## src/rtl/tree_plru.sv

```systemverilog
// Tree pseudo-LRU replacement tracker with one tree per set, invalid-way priority
// and a one-set-per-cycle clear sweep after reset or flush.
module tree_plru #(
  parameter int ASSOCIATIVITY = 4,
  parameter int NUM_SETS      = 64
) (
  input  logic                             clk,
  input  logic                             rst_n,
  input  logic                             touch_en,
  input  logic [$clog2(NUM_SETS)-1:0]      touch_set,
  input  logic [$clog2(ASSOCIATIVITY)-1:0] touch_way,
  input  logic [$clog2(NUM_SETS)-1:0]      query_set,
  input  logic [ASSOCIATIVITY-1:0]         valid_mask,
  output logic [$clog2(ASSOCIATIVITY)-1:0] victim_way,
  output logic                             victim_invalid,
  input  logic                             flush_req,
  output logic                             flush_busy
);

  localparam int WAY_W = $clog2(ASSOCIATIVITY);
  localparam int SET_W = $clog2(NUM_SETS);

  localparam logic [0:0]       IDLE     = 1'b0;
  localparam logic [0:0]       SWEEP    = 1'b1;
  localparam logic [SET_W-1:0] SET_ZERO = {SET_W{1'b0}};
  localparam logic [SET_W-1:0] SET_ONE  = SET_W'(1);
  localparam logic [SET_W-1:0] SET_LAST = SET_W'(NUM_SETS - 1);

  // Node n of a set lives at bit n (heap order, root = 1); bit 0 is a constant-zero spare
  // so node numbers index the word directly.
  logic [ASSOCIATIVITY-1:0] tree_r [NUM_SETS];

  logic [0:0]               state_r;
  logic [SET_W-1:0]         ptr_r;
  logic [ASSOCIATIVITY-1:0] query_bits_s;
  logic [ASSOCIATIVITY-1:0] touch_bits_s;
  logic [WAY_W:0]           walk_s;
  logic [WAY_W:0]           path_s;
  logic [WAY_W-1:0]         tree_way_s;
  logic [WAY_W-1:0]         inv_way_s;
  logic                     wr_en_s;
  logic [SET_W-1:0]         wr_set_s;
  logic [ASSOCIATIVITY-1:0] wr_data_s;

  // Walk the queried tree from the root, following each node bit down to a leaf.
  always_comb begin
    query_bits_s = tree_r[query_set];
    walk_s       = {{WAY_W{1'b0}}, 1'b1};
    for (int lvl = 0; lvl < WAY_W; lvl++) begin
      walk_s = {walk_s[WAY_W-1:0], query_bits_s[walk_s[WAY_W-1:0]]};
    end
    tree_way_s = walk_s[WAY_W-1:0];
  end

  // Lowest-index invalid way, scanning from the top so the lowest index is written last.
  always_comb begin
    inv_way_s = {WAY_W{1'b0}};
    for (int i = ASSOCIATIVITY - 1; i >= 0; i--) begin
      if (!valid_mask[i]) begin
        inv_way_s = WAY_W'(i);
      end else begin
        inv_way_s = inv_way_s;
      end
    end
  end

  assign victim_invalid = ~(&valid_mask);
  assign victim_way     = victim_invalid ? inv_way_s : tree_way_s;
  assign flush_busy     = (state_r == SWEEP);

  // Climb from the touched leaf to the root, pointing every ancestor away from it.
  always_comb begin
    touch_bits_s = tree_r[touch_set];
    path_s       = {1'b1, touch_way};
    for (int lvl = 0; lvl < WAY_W; lvl++) begin
      touch_bits_s[path_s[WAY_W:1]] = ~path_s[0];
      path_s = {1'b0, path_s[WAY_W:1]};
    end
  end

  // Single write port: the sweep clear takes priority over a touch.
  always_comb begin
    wr_en_s   = 1'b0;
    wr_set_s  = ptr_r;
    wr_data_s = {ASSOCIATIVITY{1'b0}};
    if (!rst_n) begin
      wr_en_s = 1'b0;
    end else if (state_r == SWEEP) begin
      wr_en_s   = 1'b1;
      wr_set_s  = ptr_r;
      wr_data_s = {ASSOCIATIVITY{1'b0}};
    end else if (touch_en) begin
      wr_en_s   = 1'b1;
      wr_set_s  = touch_set;
      wr_data_s = touch_bits_s;
    end else begin
      wr_en_s = 1'b0;
    end
  end

  // Tree state array, left unreset so it can map to distributed RAM.
  always_ff @(posedge clk) begin
    if (wr_en_s) begin
      tree_r[wr_set_s] <= wr_data_s;
    end
  end

  // Sweep control: reset or flush starts a walk over every set, one set per cycle.
  always_ff @(posedge clk) begin
    if (!rst_n) begin
      state_r <= SWEEP;
      ptr_r   <= SET_ZERO;
    end else begin
      case (state_r)
        IDLE: begin
          if (flush_req) begin
            state_r <= SWEEP;
            ptr_r   <= SET_ZERO;
          end
        end
        SWEEP: begin
          if (ptr_r == SET_LAST) begin
            state_r <= IDLE;
            ptr_r   <= SET_ZERO;
          end else begin
            ptr_r <= ptr_r + SET_ONE;
          end
        end
        default: begin
          state_r <= IDLE;
          ptr_r   <= SET_ZERO;
        end
      endcase
    end
  end

endmodule

```

## config.mk

```make
export PLATFORM = sky130hd
export DESIGN_NAME = tree_plru
export DESIGN_NICKNAME = d
export VERILOG_FILES = /design/src/rtl/tree_plru.sv
export SDC_FILE = /design/constraint.sdc
export NUM_CORES = 1
export LEC_CHECK = 0
export ABC_AREA = 1
export CORE_ASPECT_RATIO = 1.4
export CORE_MARGIN = 5
export CORE_UTILIZATION = 25
export DETAILED_ROUTE_END_ITERATION = 16
export GPL_ROUTABILITY_DRIVEN = 0
export HOLD_SLACK_MARGIN = 0.06
export SYNTH_ARGS = -nofsm -noshare
export SYNTH_HDL_FRONTEND = slang
export SYNTH_SLANG_ARGS = --single-unit
```

## constraint.sdc

```tcl
create_clock -name clk -period 8.2 [get_ports clk]
set_input_delay 1.64 -clock clk [delete_from_list [all_inputs] [get_ports clk]]
set_output_delay 1.64 -clock clk [all_outputs]
set_load 0.02 [all_outputs]
```

==> impl_metrics.env <==
export IMPL_status="finished, final reports clean"
export IMPL_synthesis_area_sq_um=9942
export IMPL_synth_edf_count=192
export IMPL_final_common_cell="nand2_1"
export IMPL_synth_warnings=0
export IMPL_grt_max_degree=79
export IMPL_cts_root_buf="clkbuf_16"
export IMPL_cts_tree="yes"
export IMPL_antennaDiodeCount=0
export IMPL_r2r_slack_ns=5.28
export IMPL_vdd_ir_drop_worst_v=0.0001448
export IMPL_fin_crit_sh_pct=76.19
export IMPL_viasPerCell=4.980
export IMPL_synth_distinct_cells=30
export IMPL_crit_path_end_kind="output pin"
export IMPL_crit_arrival_ns=4.61
export IMPL_post_cts_setup_buffer_count=0
export IMPL_ys_seq_elements=199
export IMPL_fp_dieH_microns=246.0
export IMPL_rows=86
export IMPL_port_buffers=25
export IMPL_maxCapViolations=0
export IMPL_crit_type="input port to output pin"
export IMPL_slew_viol_final=0
export IMPL_ctsHoldBuffers=0
export IMPL_ant_nets=0
export IMPL_layout_common_cells="351 x nand2_1, 207 x nand3_1, 192 x edfxtp_1"
export IMPL_r2r_start="tree_r[26][3]"
export IMPL_worstHoldEndpoint="ptr_r[4]"
export IMPL_dieWidth_microns=178.5
export IMPL_fin_tns_setup_ns=0
export IMPL_totalWireLength_microns=29060
export IMPL_powerDensity_nw_per_um2=191.2
export IMPL_seq_area_frac_synth_pct=59.40
export IMPL_cp_required_ns=6.56
export IMPL_finalClockSkew_ns=0.01519
export IMPL_clk_path_buf_depth=2
export IMPL_cts_buffers=17
export IMPL_cp_start_kind="input port"
export IMPL_setup_violations=0
export IMPL_nNetsFinal=1112
export IMPL_grt_total_usage_pct=13.15
export IMPL_antenna_found_initial=1
export IMPL_synth_main_ff_cell="edfxtp_1"
export IMPL_clock_latency_ns=0.45
export IMPL_fin_area_sq_um=11140
export IMPL_drtPass1Iterations=7
export IMPL_synth_nets=1121
export IMPL_start_util_pct=25.24
export IMPL_drt_initial_drc_count=965
export IMPL_period_needed_ns=6.247
export IMPL_synthCells=1098
export IMPL_hold_path_class="flip-flop to flip-flop"
export IMPL_synthArstFlopShare_pct=0
export IMPL_dieArea_sq_um=43910
export IMPL_clk_pin_slew_ns=0.08
export IMPL_leakage_nw=4.148
export IMPL_min_from="ptr_r[4]"
export IMPL_post_route_util_pct=28.28
export IMPL_rsz0062_at_grt="no"
export IMPL_r2r_cells=11
export IMPL_core_area_sq_um=39380
export IMPL_wl_per_cell_microns=17.83
export IMPL_grt_pass1_wl_microns=44390
export IMPL_ios=26
export IMPL_grt_pass1_vias=7735
export IMPL_dpl_hpwl_microns=18150
export IMPL_crit_fanout=24
export IMPL_place_area_sq_um=10560
export IMPL_rr_endpoint="tree_r[50][3]"
export IMPL_gr_total_overflow=0
export IMPL_drive_gt1_share_pct=5.535
export IMPL_max_freq_mhz=160.1
export IMPL_syn_avg_cell_area_sq_um=9.055
export IMPL_hold_viol_final=0
export IMPL_cts_resized=0
export IMPL_htreeDepth=4
export IMPL_hold_depth=1
export IMPL_cts_sinks=199
export IMPL_area_growth_pct=12.02
export IMPL_vias=8117
export IMPL_drc=0
export IMPL_worstMarginPinSlew_ns=1.154
export IMPL_maxSlewHeadroom_pct=22.97
==> per-layer routing <==
| layer | global-route usage [%] | routed length (microns) |
|---|---|---|
| met1 | 16.13 | 11330 |
| met2 | 22.61 | 14570 |
| met3 | 1.892 | 2123 |
| met4 | 6.189 | 1028 |
| met5 | 0 | 13 |
==> cells in the mapped netlist, types with 6 or more instances <==
master | n | share of area (%)
o21ai_0 | 54 | 2.7
nand3_1 | 207 | 10
buf_4 | 7 | 0.53
buf_2 | 29 | 1.5
a21oi_1 | 14 | 0.70
nor4_1 | 6 | 0.38
buf_6 | 9 | 1.0
nor2_1 | 113 | 4.3
inv_1 | 32 | 1.2
nand4_1 | 6 | 0.38
o22ai_1 | 22 | 1.4
edfxtp_1 | 192 | 58
dfxtp_1 | 7 | 1.4
clkbuf_1 | 14 | 0.53
inv_2 | 6 | 0.23
nand2_1 | 351 | 13
==> cell families (layout without fill, tap and decap cells) <==
kind of cell	after synthesis	in the layout	share of synthesized area, %
AND/OR/NAND/NOR	693	693	29.50
AO/OA/AOI/OAI	102	102	5.726
adder cells (fa/ha/maj)	1	1	0.1258
flip-flops	199	199	59.40
buffers and inverters	103	107	5.248
==> how the worst max path moves through the flow <==
| stage | start | to | slack [ns] | cells past startpoint |
|---|---|---|---|---|
| 3_3_place_gp | query_set[2] | victim_way[1] | 1.99 | 13 |
| 5_1_grt | query_set[2] | victim_way[1] | 1.74 | 11 |
| 2_1_floorplan | query_set[2] | victim_way[1] | 3.68 | 11 |
| 6_report | query_set[2] | victim_way[1] | 1.95 | 13 |
| 3_5_place_dp | query_set[2] | victim_way[1] | 1.96 | 13 |
| 4_1_cts | query_set[2] | victim_way[1] | 1.96 | 13 |
==> layout make-up <==
type / count / area, sq um
sequential: 199 / 5906
tap: 528 / 660.6
multi-input combinational: 796 / 3522
clock inverter: 13 / 146.4
clock buffer: 19 / 432.9
timing repair buffer: 36 / 320.3
fill: 4172 / 28250
inverter: 39 / 148.9
==> registers in the layout (all words and copies together) (netlist names) <==
signal      cells
flush_busy      1
ptr_r           6
tree_r        192
==> metrics by stage <==
step                cells  setup WS [ns]  total power [mW]  hold slack (ns)
global route         1630          1.745             2.193           0.5150
finish               1630          1.953             2.129           0.4843
floorplan            1098          3.679             1.253           0.4364
CTS                  1630          1.957             2.138           0.4711
global placement     1598          1.986             1.309           0.4545
detailed placement   1598          1.956             1.311           0.4568
==> critical path, cell delays in order <==
cell	delay, ns
clkdlybuf4s50_1	0.46
inv_1	0.76
nand3_1	0.28
nand2_1	0.15
nand2_1	0.07
nand2_1	0.08
nand2_1	0.05
nand2_1	0.11
nand2_1	0.06
o21ai_0	0.17
nor2_1	0.08
nor2_1	0.09
clkdlybuf4s50_1	0.61
==> power breakdown <==
part           switching (mW)  internal, mW  total [mW]
Clock                   0.384         0.454       0.838
Combinational           0.134        0.0549       0.189
Sequential            0.00230          1.10        1.10
No activity file was read; power rests on OpenSTA's default activity.
